==> config.mk <==
export PLATFORM = sky130hd
export DESIGN_NAME = cvita_dest_rr_arbiter_flat
export DESIGN_NICKNAME = d
export VERILOG_FILES = /design/src/rtl/cvita_dest_rr_arbiter_pkg.sv /design/src/rtl/cvita_dest_rr_arbiter_if.sv /design/src/rtl/cvita_dest_rr_arbiter_rr_pick.sv /design/src/rtl/cvita_dest_rr_arbiter.sv /design/src/flat_wrapper.sv
export SDC_FILE = /design/constraint.sdc
export NUM_CORES = 1
export LEC_CHECK = 0
export BUFFER_PORTS_ARGS = -buffer_cell sky130_fd_sc_hd__buf_4
export CORE_AREA = 2 2 166 168
export DETAILED_ROUTE_END_ITERATION = 6
export DIE_AREA = 0 0 168 170
export PLACE_DENSITY = 0.5
export SYNTH_ARGS = -nofsm -noshare
export SYNTH_HDL_FRONTEND = slang
export SYNTH_SLANG_ARGS = --single-unit
export TNS_END_PERCENT = 30
==> constraint.sdc <==
create_clock -name clk -period 4.5 [get_ports clk]
set_input_delay 0.45 -clock clk [delete_from_list [all_inputs] [get_ports clk]]
set_output_delay 0.45 -clock clk [all_outputs]
set_load 0.005 [all_outputs]
==> src/rtl/cvita_dest_rr_arbiter_pkg.sv <==
// Shared definitions for the CVITA crossbar output arbiters.
package cvita_arb_pkg;

  typedef enum logic {
    ST_IDLE = 1'b0,
    ST_PASS = 1'b1
  } arb_state_t;

  // Offset of the input-enable mask register from SR_BASE.
  localparam int SR_ARB_MASK = 0;

endpackage

==> src/rtl/cvita_dest_rr_arbiter_if.sv <==
// Bundle of per-input CVITA streams and the single shared output stream.
interface cvita_dest_rr_arbiter_if #(
  parameter int NUM_INPUTS = 4,
  parameter int DEST_WIDTH = 4
);
  logic [NUM_INPUTS-1:0][63:0]           i_tdata;
  logic [NUM_INPUTS-1:0]                 i_tlast;
  logic [NUM_INPUTS-1:0]                 i_tvalid;
  logic [NUM_INPUTS-1:0]                 i_tready;
  logic [NUM_INPUTS-1:0][DEST_WIDTH-1:0] i_tdest;
  logic [63:0]                           o_tdata;
  logic                                  o_tlast;
  logic                                  o_tvalid;
  logic                                  o_tready;

  // slave: the arbiter side
  modport slave (
    input  i_tdata, i_tlast, i_tvalid, i_tdest, o_tready,
    output i_tready, o_tdata, o_tlast, o_tvalid
  );

  // master: upstream sources plus downstream sink
  modport master (
    output i_tdata, i_tlast, i_tvalid, i_tdest, o_tready,
    input  i_tready, o_tdata, o_tlast, o_tvalid
  );
endinterface

==> src/rtl/cvita_dest_rr_arbiter_rr_pick.sv <==
// Combinational round-robin picker: first set req bit after 'last', wrapping.
module rr_pick #(
  parameter int NUM_INPUTS = 4,
  parameter int LW         = $clog2(NUM_INPUTS)
) (
  input  logic [NUM_INPUTS-1:0] req,
  input  logic [LW-1:0]         last,
  output logic                  valid,
  output logic [LW-1:0]         idx,
  output logic [NUM_INPUTS-1:0] onehot
);

  always_comb begin
    valid  = 1'b0;
    idx    = '0;
    onehot = '0;
    for (int i = 1; i <= NUM_INPUTS; i++) begin
      if (!valid && req[(int'(last) + i) % NUM_INPUTS]) begin
        valid = 1'b1;
        idx   = LW'((int'(last) + i) % NUM_INPUTS);
      end
    end
    if (valid) onehot[idx] = 1'b1;
  end

endmodule

==> src/rtl/cvita_dest_rr_arbiter.sv <==
// Packet-level round-robin arbiter for one CVITA crossbar output port.
// Grants only inputs whose tdest matches PORT_ID and whose mask bit is set.
module cvita_dest_rr_arbiter
  import cvita_arb_pkg::*;
#(
  parameter int NUM_INPUTS = 4,
  parameter int DEST_WIDTH = 4,
  parameter int PORT_ID    = 0,
  parameter int SR_BASE    = 0
) (
  input  logic                  clk,
  input  logic                  rst,
  input  logic                  set_stb,
  input  logic [7:0]            set_addr,
  input  logic [31:0]           set_data,
  cvita_dest_rr_arbiter_if.slave strm,
  output logic [NUM_INPUTS-1:0] o_grant,
  output logic [31:0]           o_pkt_count
);

  localparam int LW = $clog2(NUM_INPUTS);
  localparam logic [7:0] MASK_ADDR = 8'(SR_BASE + SR_ARB_MASK);

  arb_state_t            state_q, state_d;
  logic [LW-1:0]         sel_q, sel_d;
  logic [LW-1:0]         last_q, last_d;
  logic [NUM_INPUTS-1:0] grant_q, grant_d;
  logic [NUM_INPUTS-1:0] mask_q, mask_d;
  logic [31:0]           cnt_q, cnt_d;

  logic [NUM_INPUTS-1:0] req;
  logic                  pick_vld;
  logic [LW-1:0]         pick_idx;
  logic [NUM_INPUTS-1:0] pick_oh;

  for (genvar k = 0; k < NUM_INPUTS; k++) begin : g_req
    assign req[k] = strm.i_tvalid[k] && (strm.i_tdest[k] == DEST_WIDTH'(PORT_ID)) && mask_q[k];
  end

  rr_pick #(.NUM_INPUTS(NUM_INPUTS), .LW(LW)) u_pick (
    .req    (req),
    .last   (last_q),
    .valid  (pick_vld),
    .idx    (pick_idx),
    .onehot (pick_oh)
  );

  // Data path is a plain mux from the selected input; o_tvalid gates it.
  assign strm.o_tdata = strm.i_tdata[sel_q];
  assign strm.o_tlast = strm.i_tlast[sel_q];
  assign o_grant      = grant_q;
  assign o_pkt_count  = cnt_q;

  always_comb begin
    state_d       = state_q;
    sel_d         = sel_q;
    last_d        = last_q;
    grant_d       = grant_q;
    mask_d        = mask_q;
    cnt_d         = cnt_q;
    strm.o_tvalid = 1'b0;
    strm.i_tready = '0;

    if (set_stb && set_addr == MASK_ADDR) mask_d = set_data[NUM_INPUTS-1:0];

    case (state_q)
      ST_IDLE: begin
        if (pick_vld) begin
          sel_d   = pick_idx;
          grant_d = pick_oh;
          state_d = ST_PASS;
        end
      end
      ST_PASS: begin
        strm.o_tvalid        = strm.i_tvalid[sel_q];
        strm.i_tready[sel_q] = strm.o_tready;
        if (strm.i_tvalid[sel_q] && strm.o_tready && strm.i_tlast[sel_q]) begin
          last_d  = sel_q;
          grant_d = '0;
          cnt_d   = cnt_q + 32'd1;
          state_d = ST_IDLE;
        end
      end
      default: state_d = ST_IDLE;
    endcase
  end

  always_ff @(posedge clk) begin
    if (rst) begin
      state_q <= ST_IDLE;
      sel_q   <= '0;
      last_q  <= LW'(NUM_INPUTS - 1);
      grant_q <= '0;
      mask_q  <= '1;
      cnt_q   <= '0;
    end else begin
      state_q <= state_d;
      sel_q   <= sel_d;
      last_q  <= last_d;
      grant_q <= grant_d;
      mask_q  <= mask_d;
      cnt_q   <= cnt_d;
    end
  end

endmodule
==> src/flat_wrapper.sv <==
// flat-port wrapper written by rule: the top's interface ports become plain ports
module cvita_dest_rr_arbiter_flat import cvita_arb_pkg::*;
#(
  parameter int NUM_INPUTS = 4,
  parameter int DEST_WIDTH = 4,
  parameter int PORT_ID    = 0,
  parameter int SR_BASE    = 0
)
  (clk, rst, set_stb, set_addr, set_data, o_grant, o_pkt_count, strm_i_tdata, strm_i_tlast, strm_i_tvalid, strm_i_tdest, strm_o_tready, strm_i_tready, strm_o_tdata, strm_o_tlast, strm_o_tvalid);
  cvita_dest_rr_arbiter_if #(.NUM_INPUTS(NUM_INPUTS), .DEST_WIDTH(DEST_WIDTH)) strm_i ();
  input  logic clk;
  input  logic rst;
  input  logic set_stb;
  input  logic [7:0] set_addr;
  input  logic [31:0] set_data;
  output logic [NUM_INPUTS-1:0] o_grant;
  output logic [31:0] o_pkt_count;
  input wire logic [$bits(strm_i.i_tdata)-1:0] strm_i_tdata;
  input wire logic [$bits(strm_i.i_tlast)-1:0] strm_i_tlast;
  input wire logic [$bits(strm_i.i_tvalid)-1:0] strm_i_tvalid;
  input wire logic [$bits(strm_i.i_tdest)-1:0] strm_i_tdest;
  input wire logic [$bits(strm_i.o_tready)-1:0] strm_o_tready;
  output wire logic [$bits(strm_i.i_tready)-1:0] strm_i_tready;
  output wire logic [$bits(strm_i.o_tdata)-1:0] strm_o_tdata;
  output wire logic [$bits(strm_i.o_tlast)-1:0] strm_o_tlast;
  output wire logic [$bits(strm_i.o_tvalid)-1:0] strm_o_tvalid;
  assign strm_i.i_tdata = strm_i_tdata;
  assign strm_i.i_tlast = strm_i_tlast;
  assign strm_i.i_tvalid = strm_i_tvalid;
  assign strm_i.i_tdest = strm_i_tdest;
  assign strm_i.o_tready = strm_o_tready;
  assign strm_i_tready = strm_i.i_tready;
  assign strm_o_tdata = strm_i.o_tdata;
  assign strm_o_tlast = strm_i.o_tlast;
  assign strm_o_tvalid = strm_i.o_tvalid;
  cvita_dest_rr_arbiter #(.NUM_INPUTS(NUM_INPUTS), .DEST_WIDTH(DEST_WIDTH), .PORT_ID(PORT_ID), .SR_BASE(SR_BASE)) u_core (.clk(clk), .rst(rst), .set_stb(set_stb), .set_addr(set_addr), .set_data(set_data), .strm(strm_i), .o_grant(o_grant), .o_pkt_count(o_pkt_count));
endmodule
==> reports/metrics.yaml <==
result_of_the_run: "completed"
first_iter_violations: 431
setup_violations: 0
dpl.hpwl_mm: 21.5
internal-power_mw: 0.934
worst_margin_pin_slew_ns: 0.937
global_route.overflow_total: 0
worstSetupPathType: "register to register"
drt_first_pass_iters: 5
setup_repair_after_global_routing_missed_its_margin: "false"
fp.dieW_um: 168
layout.nets: 1070
syn-cell-area_mm2: 0.00389
drive_above_1_share_pct: 65.8
post-route-util_pct: 27.8
routedWlPerCell_um: 23.2
yosysTopAreaCell: "sky130_fd_sc_hd__mux4_2"
clockRootBuffer: "sky130_fd_sc_hd__clkbuf_16"
timing.final.hold_violations: 0
register_area_um2: 908
yosys-top-cells-area: "sky130_fd_sc_hd__mux4_2, sky130_fd_sc_hd__dfxtp_1, sky130_fd_sc_hd__nor2_1"
critPathSlowestCell: "sky130_fd_sc_hd__or4_2"
slew_headroom_pct: 37.4
floorplan.rows: 60
final.setup_skew_ns: 0.00887
worstSetupStartpointType: "register"
ys_types: 50
cp_top_family: "simple AND/OR/NAND/NOR gates"
synth-seq-cells: 45
post_cts_hold_buffer_count: 0
first_global_vias: 4948
cts-resized-gates: 0
p_leak_nw: 3.10
area_share_of_the_largest_cell_type_after_synthesis_pct: 37.0
antenna_left: 0
filler_cell_count: 2897
postSynth.topFlopCell: "sky130_fd_sc_hd__dfxtp_1"
syn_to_final_growth_pct: 90.0
most-common-layout-cells: "sky130_fd_sc_hd__buf_4, sky130_fd_sc_hd__mux4_2, sky130_fd_sc_hd__dfxtp_1"
cp_data_required_time_ns: 4.72
post_cts_setup_buffers: 0
global_route_wire_length_before_repair_mm: 34.5
dr_total_vias: 5061
floorplan.initialDensity_pct: 14.6
multi_input_comb_area_mm2: 0.00283
critical_path.max_stage_delay_ns: 0.85
place.port_buffers: 401
synthCells: 364
seqPwrFrac_pct: 32.4
largest_net_degree_at_the_start_of_global_routing: 52
pwr-share-comb_pct: 37.1
h-tree-depth: 2
global_router_s_overall_resource_usage_pct: 16.6
power_density_mw_per_mm2: 170
clk_path_buf_depth: 2
critical_path.endpoint_type: "register"
post-place-ws_ns: 1.23
worst_skew_late_latency_ns: 0.29
final-max-slew-violation-count: 0
place.gp.congestion: 0.893
cts_buffers: 5
antenna_found_initial: 8
postLayoutSetupSlackWorst_ns: 1.26
syn-mean-instance-area_um2: 10.7
setup_total_negative_slack_ns: 0
p_sw_share_pct: 25.8
clock_power_share_pct: 30.5
route.detailed.drc: 0
maxCapViolations: 0
clock_input_transition_at_the_sequential_cells_of_the_worst_setup_and_hold_paths_ns: 0.07
clock_sink_count: 45
power.switching_mw: 0.325
die_h_um: 170
irDropWorstVdd_uv: 146
ys_async_sr_fraction_pct: 0
fin_crit_sh_pct: 71.9
via_per_inst: 4.64
period_minus_slack_ns: 3.24
critPathBufInv: 0
worst-endpoint-arrival_ns: 3.46
worst_hold_path_type: "register to register"
synth.yosys.seq_area_share_pct: 23.1
fmax_mhz: 309
io_pins: 430
synth_nets: 689
mostFrequentLayoutCell: "sky130_fd_sc_hd__buf_4"
cp_cell_sequence: "nand3_1 > o22ai_1 > nand4_1 > or4_2 > a21oi_1"
die-area_mm2: 0.0286
number_of_synthesized_flops_with_an_enable_pin: 0
core-area_mm2: 0.0267
tritoncts: "yes"
synth-warning-count: 0
timing.critical_path.fanout_max: 39
sum_of_routed_wire_length_over_all_layers_mm: 25.3
-- state kept, by name (all words and copies together), names as in the netlist --
signal / count
u_core.o_pkt_count: 32
u_core.mask_q: 4
u_core.o_grant: 4
u_core.last_q: 2
u_core.sel_q: 2
u_core.state_q: 1
-- worst reg2reg max path, delay by kind of cell, from the launching register on --
family | cells | cell delay (ns)
flip-flops | 1 | 0.72
AO/OA/AOI/OAI | 2 | 0.52
AND/OR/NAND/NOR | 3 | 1.94
-- cell type report --
type                    instances  share of cell area, %
clock buffers                   6                   1.88
repair buffers                404                   41.0
flip-flops and latches         45                   12.3
well taps                     341                   5.77
clock inverters                 2                  0.186
inverters                      10                  0.507
multi-input cells             279                   38.3
diodes                          3                  0.101
-- stage by stage --
stage               hold WS, ns  total power, mW  instance area, um^2  std cells
floorplan                 0.426            0.561                 3890        364
detailed placement        0.446            0.887                 7240       1079
CTS                       0.466             1.28                 7390       1087
global placement          0.453            0.885                 7240       1079
finish                    0.469             1.26                 7400       1090
global route              0.488             1.31                 7390       1087
-- logic make-up after synthesis --
group / after synthesis / share of synthesized area (%)
compound gates: 56 / 9.99
buf+inv: 40 / 4.08
simple gates: 137 / 20.3
xor+xnor: 11 / 2.47
flops: 45 / 23.1
fa+ha+maj: 1 / 0.321
mux: 74 / 39.7
-- Yosys cell counts, drive strengths merged (7+ instances only) --
cell and instances:
a21oi 18, buf 12, clkbuf 18, dfxtp 45, inv 10, mux4 64, nand2 16, nand3 17
nand4 13, nor2 28, nor2b 7, nor4 7, o31ai 13, or4 18, xnor2 8
-- metal layers --
| metal | track usage (%) | up-vias | routed length [um] |
|---|---|---|---|
| met5 | 0 | - | 46 |
| met4 | 3.78 | 8 | 499 |
| met3 | 6.09 | 30 | 2400 |
| met2 | 28.4 | 228 | 12500 |
| met1 | 20.0 | 2533 | 9850 |
| li1 | - | 2262 | - |
-- power by group through the flow --
| stage | Clock, mW | Combinational, mW | Sequential, mW |
|---|---|---|---|
| after floorplan | 0 | 0.150 | 0.412 |
| after global placement | 0 | 0.468 | 0.417 |
| after detailed placement | 0 | 0.470 | 0.417 |
| after CTS | 0.396 | 0.473 | 0.408 |
| after global routing | 0.410 | 0.492 | 0.409 |
| final | 0.384 | 0.468 | 0.408 |
-- final timing paths --
path,start,endpoint,slack [ns],depth (start not counted)
max,u_core.sel_q[1]$_SDFFE_PP0P_,u_core.o_pkt_count[9]$_SDFFE_PP0P_,1.26,5
min,u_core.mask_q[1]$_SDFFE_PP1P_,u_core.mask_q[1]$_SDFFE_PP1P_,0.47,1
max reg2reg,u_core.sel_q[1]$_SDFFE_PP0P_,u_core.o_pkt_count[9]$_SDFFE_PP0P_,1.26,5
min reg2reg,u_core.mask_q[1]$_SDFFE_PP1P_,u_core.mask_q[1]$_SDFFE_PP1P_,0.47,1
(Power assumes the default switching activity.)
